## src/rtl/count_sched.sv

```systemverilog
// -----------------------------------------------------------------------------
// count_sched
//
// Round-robin scheduler that time-shares one WIDTH-bit up-counter among N_REQ
// requesters. Each requester asks for an interval of len+1 clock cycles. The
// winner owns the counter while it runs from 0 up to the length that was
// latched at grant time. The owner then gets a one-cycle done pulse, and one
// turnaround cycle follows before the next grant can be issued.
//
// This block is the only one that loads, clears or advances the counter.
//
// Parameters:
//   N_REQ  number of requesters (2..8)
//   WIDTH  counter and length width in bits
//
// Ports:
//   clk    rising-edge clock
//   rst    asynchronous active-low reset (0 = reset)
//   req    per-requester request level, held high until done or abort
//   len    packed lengths, slice i = len[i*WIDTH +: WIDTH], sampled at grant
//   grant  one-hot owner of the counter, all-zero when the counter is free
//   count  shared counter value
//   done   one-cycle completion pulse to the owner
//   busy   high while any grant is active
//
// Optional build macro:
//   COUNT_SCHED_FIXED_PRIO_EN  when defined, arbitration is fixed priority and
//                              the lowest set req index wins. The rotating
//                              pointer is removed. All timing is unchanged.
// -----------------------------------------------------------------------------
module count_sched #(
  parameter int N_REQ = 4,
  parameter int WIDTH = 8
) (
  input  logic                   clk,
  input  logic                   rst,
  input  logic [N_REQ-1:0]       req,
  input  logic [N_REQ*WIDTH-1:0] len,
  output logic [N_REQ-1:0]       grant,
  output logic [WIDTH-1:0]       count,
  output logic [N_REQ-1:0]       done,
  output logic                   busy
);

  localparam int IW = (N_REQ > 1) ? $clog2(N_REQ) : 1;

  typedef enum logic [1:0] {
    IDLE    = 2'd0,
    RUN     = 2'd1,
    RELEASE = 2'd2
  } state_t;

  state_t             state_reg,  state_next;
  logic [N_REQ-1:0]   grant_reg,  grant_next;
  logic [N_REQ-1:0]   done_reg,   done_next;
  logic [WIDTH-1:0]   count_reg,  count_next;
  logic [WIDTH-1:0]   target_reg, target_next;
  logic [IW-1:0]      owner_reg,  owner_next;
  logic               busy_reg,   busy_next;

  // The search starts at this requester index.
  logic [IW-1:0]      search_base;
  // This is the index that follows the current owner. It becomes the next
  // search start.
  logic [IW-1:0]      owner_succ;

  // Arbitration result.
  logic               win_found;
  logic [IW-1:0]      win_idx;
  logic [IW:0]        idx_sum;

  // Per-requester length slices, unpacked so that the winner can index them.
  logic [WIDTH-1:0]   len_slice [N_REQ];

  generate
    for (genvar gi = 0; gi < N_REQ; gi++) begin : g_len_slice
      assign len_slice[gi] = len[gi*WIDTH +: WIDTH];
    end
  endgenerate

  assign owner_succ = (owner_reg == IW'(N_REQ - 1)) ? '0 : owner_reg + IW'(1);

`ifdef COUNT_SCHED_FIXED_PRIO_EN
  // In fixed priority, the search always starts at requester 0.
  assign search_base = '0;
`else
  logic [IW-1:0] rr_ptr_reg, rr_ptr_next;
  assign search_base = rr_ptr_reg;
`endif

  // Find the first set req bit at or above search_base, wrapping modulo N_REQ.
  // Offsets are scanned from the highest to the lowest, so the smallest
  // offset is the last one written and wins.
  always_comb begin
    win_found = 1'b0;
    win_idx   = '0;
    idx_sum   = '0;
    for (int k = N_REQ - 1; k >= 0; k--) begin
      idx_sum = {1'b0, search_base} + (IW+1)'(k);
      if (idx_sum >= (IW+1)'(N_REQ)) begin
        idx_sum = idx_sum - (IW+1)'(N_REQ);
      end
      if (req[idx_sum[IW-1:0]]) begin
        win_found = 1'b1;
        win_idx   = idx_sum[IW-1:0];
      end
    end
  end

  // Next-state logic and output logic.
  always_comb begin
    state_next  = state_reg;
    grant_next  = grant_reg;
    count_next  = count_reg;
    target_next = target_reg;
    owner_next  = owner_reg;
    busy_next   = busy_reg;
    done_next   = '0;
`ifndef COUNT_SCHED_FIXED_PRIO_EN
    rr_ptr_next = rr_ptr_reg;
`endif

    case (state_reg)
      IDLE: begin
        if (win_found) begin
          grant_next  = {{(N_REQ-1){1'b0}}, 1'b1} << win_idx;
          busy_next   = 1'b1;
          count_next  = '0;
          target_next = len_slice[win_idx];
          owner_next  = win_idx;
          state_next  = RUN;
        end
      end

      RUN: begin
        // An abort takes precedence over completion. The interval is
        // abandoned silently, with no done pulse.
        if (!req[owner_reg] || (count_reg == target_reg)) begin
          if (req[owner_reg]) begin
            done_next = grant_reg;
          end
          grant_next  = '0;
          busy_next   = 1'b0;
          count_next  = '0;
`ifndef COUNT_SCHED_FIXED_PRIO_EN
          rr_ptr_next = owner_succ;
`endif
          state_next  = RELEASE;
        end else begin
          // The count never exceeds the target, so it cannot wrap.
          count_next = count_reg + WIDTH'(1);
        end
      end

      RELEASE: begin
        // This is the turnaround cycle. No grant is issued here.
        state_next = IDLE;
      end

      default: begin
        state_next = IDLE;
        grant_next = '0;
        busy_next  = 1'b0;
        count_next = '0;
      end
    endcase
  end

  always_ff @(posedge clk or negedge rst) begin
    if (!rst) begin
      state_reg  <= IDLE;
      grant_reg  <= '0;
      done_reg   <= '0;
      count_reg  <= '0;
      target_reg <= '0;
      owner_reg  <= '0;
      busy_reg   <= 1'b0;
    end else begin
      state_reg  <= state_next;
      grant_reg  <= grant_next;
      done_reg   <= done_next;
      count_reg  <= count_next;
      target_reg <= target_next;
      owner_reg  <= owner_next;
      busy_reg   <= busy_next;
    end
  end

`ifndef COUNT_SCHED_FIXED_PRIO_EN
  always_ff @(posedge clk or negedge rst) begin
    if (!rst) begin
      rr_ptr_reg <= '0;
    end else begin
      rr_ptr_reg <= rr_ptr_next;
    end
  end
`endif

  assign grant = grant_reg;
  assign count = count_reg;
  assign done  = done_reg;
  assign busy  = busy_reg;

endmodule

```

## config.mk

```make
export PLATFORM = sky130hd
export DESIGN_NAME = count_sched
export DESIGN_NICKNAME = d
export VERILOG_FILES = /design/src/rtl/count_sched.sv
export SDC_FILE = /design/constraint.sdc
export NUM_CORES = 1
export LEC_CHECK = 0
export BUFFER_PORTS_ARGS = -buffer_cell sky130_fd_sc_hd__buf_2
export CELL_PAD_IN_SITES_DETAIL_PLACEMENT = 0
export CELL_PAD_IN_SITES_GLOBAL_PLACEMENT = 1
export CORE_MARGIN = 4
export CORE_UTILIZATION = 41
export DETAILED_ROUTE_END_ITERATION = 12
export GPL_TIMING_DRIVEN = 0
export PLACE_DENSITY = 0.9
export SLEW_MARGIN = 20
export SYNTH_ARGS = -nofsm -noshare
export SYNTH_HDL_FRONTEND = slang
export SYNTH_SLANG_ARGS = --single-unit
```

## constraint.sdc

```tcl
create_clock -name clk -period 4.1 [get_ports clk]
set_input_delay 0.82 -clock clk [delete_from_list [all_inputs] [get_ports clk]]
set_output_delay 0.82 -clock clk [all_outputs]
set_load 0.02 [all_outputs]
```

; After elaboration in Yosys (flattened, before gate mapping)
; Cells that the tools add are included.
[totals]
in_bits = 38
out_inout_bits = 17
ff_bits = 31
wordCells = 85
[op_classes]
add_sub_neg = 9
n_eq_ne = 6
n_reduce_logical = 8
bitwise = 2
n_mux = 41
shifts = 1
magnitude_cmp = 10
[op_table]
columns = cell, count
row1 = 2-to-1 mux 8 bit, 4
row2 = one-hot mux 8 bit (3 select lines), 1
row3 = 2-to-1 mux 2 bit, 11
row4 = 2-to-1 mux 4 bit, 5
row5 = binary-select mux 8 bit (select 2 bit), 1
row6 = "less-than comparator 2 x 3 -> 1 bit, second input constant", 5
row7 = "greater-or-equal comparator 3 bit, second input constant", 4
row8 = one-hot mux 4 bit (3 select lines), 1
row9 = 2-to-1 mux 1 bit, 11
row10 = binary-select mux 1 bit (select 2 bit), 5
row11 = "adder 8 x 1 -> 8 bit, second input constant", 1
row12 = equality test 8 bit, 1
row13 = AND reduction 2 bit, 4
row14 = "subtractor 2 x 1 -> 2 bit, second input constant", 4
row15 = "adder 2 x 2 -> 3 bit, second input constant", 2
row16 = "equality test 2 bit, second input constant", 2
row17 = "!= test 2 bit, second input constant", 2
row18 = one-hot mux 2 bit (2 select lines), 1
row19 = "left shift 1 x 2 -> 4 bit, first input constant", 1
row20 = "adder 2 x 1 -> 3 bit, second input constant", 1
row21 = "greater-or-equal comparator 2 x 3 -> 1 bit, second input constant", 1
row22 = inverter 2 -> 3 bit, 1
row23 = one-hot mux 1 bit (3 select lines), 1
row24 = AND reduction 3 bit, 1
row25 = 6 further kinds, 6

; Depth between registers and ports, before layout
[logic_depth]
word_depth = 13
depth_mapped = 6
depth_no_buf = 5

; Worst setup path after synthesis
; No wires, ideal clock.
[synth_path]
path_kind = input-to-reg
startpoint = in req[3]
endpoint = reg grant_reg[0] (netlist: grant[0])
setup_time_ns = 0.121
path_buffers = 0
slack_ns = 2.055
path_stages = 5
t_arrival_ns = 1.924
required_time_ns = 3.979
cell_sequence = mux4_2 nand2_2 a21oi_2 or2_4 a22o_1
[synth_via]
elab_chain_cells = 9
elab_cells_between_ends = 26
classes_between = 2 x eq/ne / 1 x shift / 20 x mux / 3 x reduce/logical
[synth_lines]
columns = element, line
row1 = start: declaration, 37  ; input logic [N_REQ-1:0] req,
row2 = binary-select mux 1 bit (select 2 bit), 103  ; if (req[idx_sum[IW-1:0]]) begin
row3 = 2-to-1 mux 1 bit (not written as such), 103
row4 = 2-to-1 mux 2 bit (4 in a row), 103
row5 = left shift 1 x 2 -> 4 bit, 126  ; grant_next = {{(N_REQ-1){1'b0}}, 1'b1} << win_idx;
row6 = 2-to-1 mux 4 bit, 125  ; if (win_found) begin
row7 = one-hot mux 4 bit (3 select lines), 123  ; case (state_reg)
row8 = end signal: assignment, 180  ; grant_reg <= grant_next;
row9 = end: declaration, 54  ; logic [N_REQ-1:0] grant_reg, grant_next;
; Several ways; a longest one is shown, not always the timed one. The select of a mux whose other input is x is not followed.
; A chain may end at the register's enable or synchronous reset.

; Final worst setup path
[layout_path]
startpoint = in req[0]
endpoint = reg target_reg[0]
[layout_via]
elab_chain_cells = 10
elab_cells_between_ends = 21
classes_between = 19 x mux / 1 x bitwise / 1 x reduce/logical
[layout_lines]
columns = element, line
row1 = binary-select mux 1 bit (select 2 bit), 103
row2 = 2-to-1 mux 1 bit (not written as such), 103
row3 = 2-to-1 mux 2 bit (4 in a row), 103
row4 = inverter 2 -> 3 bit (not written as such), 129  ; target_next = len_slice[win_idx];
row5 = binary-select mux 8 bit (select 2 bit), 129
row6 = 2-to-1 mux 8 bit (not written as such) (2 in a row), 129
row7 = end signal: assignment, 183  ; target_reg <= target_next;
row8 = end: declaration, 57  ; logic [WIDTH-1:0] target_reg, target_next;
; Several ways; a longest one is shown, not always the timed one. The select of a mux whose other input is x is not followed.

==> summary.txt <==
Outcome
  • Status: finished, final reports clean

Pwr
  • P per Cell Area: 615 nW/um^2
  • Worst vdd ir: 305 uV
  • Total Power: 1.28 mW
  • P_leak: 1.08 nW

Place
  • Post-detail-place hpwl: 2.93 mm
  • Cells after DPL: 262
  • Port-buffer cells: 54
  • Gpl congestion: 0.874

Synth
  • EDFF count, synth: 0
  • Avg Cell Area, Syn: 10.4 um^2
  • Share of the synthesized area in the top cell type: 46.4%
  • Yosys Warn Count: 0
  • Mapped Area: 1670 um^2
  • Yosys reg bits: 31
  • Netlist cell types: 42
  • Top cells by area, synth: dfrtp_1 46%, a222oi_1 4.8%, mux2i_1 4.8%, xor2_1 4.2%, nand2_1 3.1%
  • Async SR Flop Fraction: 100%
  • Seq/Total Area, Yosys: 46.4%
  • Syn Inst Count: 160
  • Syn Nets: 200
  • Commonest register cell after synthesis: dfrtp_1
  • Synth area leader: dfrtp_1

Hold path
  • Hold Path Class: reg -> reg
  • Hold_sp: grant[1]
  • Min-Delay Path Depth: 1
  • Worst hold path endpoint: grant[1]

Final layout
  • Nets: 261
  • Most common cell after layout, fill and taps aside: buf_2
  • Commonest non-fill, non-tap cells in the layout: 57 x buf_2, 31 x dfrtp_1, 14 x nand2_1
  • Synth-to-Final Area Change: 25.0%
  • Layout cells sized above 1: 34.4%
  • N_diodes: 0
  • Final Instance Count excl. Fillers: 269

GRT
  • Met2 usage: 25.2%
  • Largest net degree at the start of global routing: 32
  • Initial antenna violation count: 0
  • Global Route Usage Sum: 16.0%
  • Total gr overflow: 0
  • Met3 Resource Use GR: 3.79%
  • GR peak layer: met2
  • Vias in the first global route: 1368
  • GRT met1 Usage: 22.0%
  • Global-route wire length before repair: 6.52 mm

Timing
  • Final hold vios: 0
  • Worst rel slew slack: 51.9%
  • Final period util: 49.2%
  • Pins Over Slew Limit: 0
  • Clk_skew: 0.00716 ns
  • # setup viols final: 0
  • Post-layout min period: 2.02 ns
  • Unrepaired setup endpoints after global routing: false
  • Fmax: 496 MHz
  • Worst-Margin Slew: 0.718 ns
  • Setup TNS: 0 ns

Clock tree
  • Num CTS Buffers: 5
  • Post-CTS sizing: 0
  • CTS HTree Levels: 2
  • Postcts setup bufs: 0
  • Clock Root Buffer: clkbuf_8
  • CTS tree: built
  • Post-CTS Hold Buffers: 0
  • Max Root-Sink Buffers: 2
  • Clock slew at reported path FFs: 0.07 ns
  • Worst skew pair latency: 0.27 ns
  • CTS sink cnt: 31

Worst setup path
  • CP peak stage delay: 0.60 ns
  • Crit-path max FO: 9
  • Worst path required time: 4.29 ns
  • Crit path cell chain: buf_2, nor4_1, nand2b_1, buf_2, nor3_2, a222oi_1, o21ai_0
  • Reg2reg start: count[3]
  • Slowest cell on crit path: nor3_2
  • Worst r2r path cells: 5
  • Worst endpoint data arrival time: 2.20 ns
  • Worst R2R End: rr_ptr_reg[1]
  • CP dominant cell by count: buf_2
  • Flop-to-flop setup slack: 2.23 ns
  • Crit path kind: in -> reg
  • Worst setup SP type: primary input
  • Crit. End Element: flip-flop

Floorplanning
  • Initial Util: 44.0%
  • Die Span Y: 71.9 um
  • Core area: 3800 um^2
  • Die Area: 5160 um^2
  • Ports: 55
  • Site row count: 22
  • DIE WIDTH: 71.9 um

Route
  • Final wirelength: 3.88 mm
  • Antenna Nets Post-Route: 0
  • # DRC: 0
  • Vias per cell: 5.22
  • Iter 0 DRT Violations: 126
  • Drt wl/cell: 14.4 um
  • Drt pass-1 iters: 4
  • Total vias in the final route: 1403

Flow run
  • MaxCap Viol Count: 0
-- critical path: cells and delay by family --
kind / cells / cell delay (ns)
compound gates: 2 / 0.26
buf+inv: 2 / 0.32
simple gates: 3 / 0.81
-- per-stage QoR --
step	instance area (um^2)	hold WS (ns)	setup WS [ns]	utilization (%)
after floorplan	1670	0.503	2.06	-
after global placement	2000	0.482	1.74	52.7
after detailed placement	2000	0.492	1.79	52.7
after CTS	2090	0.510	2.08	55.0
after global routing	2090	0.540	1.92	55.0
final	2090	0.512	2.08	55.0
-- cells in the mapped netlist, types with 4 or more instances --
library cell / number
dfrtp_1: 31
nand2_1: 14
nor2_1: 9
o21ai_0: 9
a222oi_1: 8
mux2i_1: 8
xor2_1: 8
o21ai_1: 7
and2_1: 6
nor2b_1: 6
a21o_1: 5
a22o_1: 4
inv_1: 4
nand2b_1: 4
-- how the worst max path moves through the flow --
stage / startpoint / endpoint / cells past startpoint / slack, ns
2_1_floorplan: req[3] / grant[0] / 5 / 2.06
3_3_place_gp: req[1] / grant[0] / 7 / 1.74
3_5_place_dp: req[1] / grant[0] / 7 / 1.79
4_1_cts: req[1] / grant[0] / 7 / 2.08
5_1_grt: req[2] / target_reg[7] / 7 / 1.92
6_report: req[0] / target_reg[0] / 7 / 2.08
-- power by group --
group	switching (mW)	internal, mW
combinational	0.316	0.256
sequential	0.0758	0.402
clock	0.104	0.131
total	0.495	0.789
-- cells by family after synthesis --
family,after synthesis,share of synthesized area [%]
xor gates and xnor gates,9,4.72
AOI/OAI and AO/OA,48,21.0
DFF,31,46.4
adders and majority gates,2,1.50
and+or+nand+nor,50,16.7
muxes,11,7.49
buffers and inverters,9,2.25
-- routing by layer --
layer  vias to the layer above  part of all wire, %
met5                         -                    0
met4                         0                 0.93
met3                         5                  7.5
met2                        48                   47
met1                       644                   45
li1                        706                    -
-- layout make-up --
type / count / area (um^2)
Tap cell: 48 / 60.1
Timing Repair Buffer: 54 / 270
Multi-Input combinational cell: 120 / 858
Clock inverter: 1 / 5.00
Buffer: 5 / 22.5
Clock buffer: 6 / 82.6
Fill cell: 358 / 1710
Inverter: 4 / 15.0
Sequential cell: 31 / 776
Note: power is estimated with default switching activity, not from simulation.
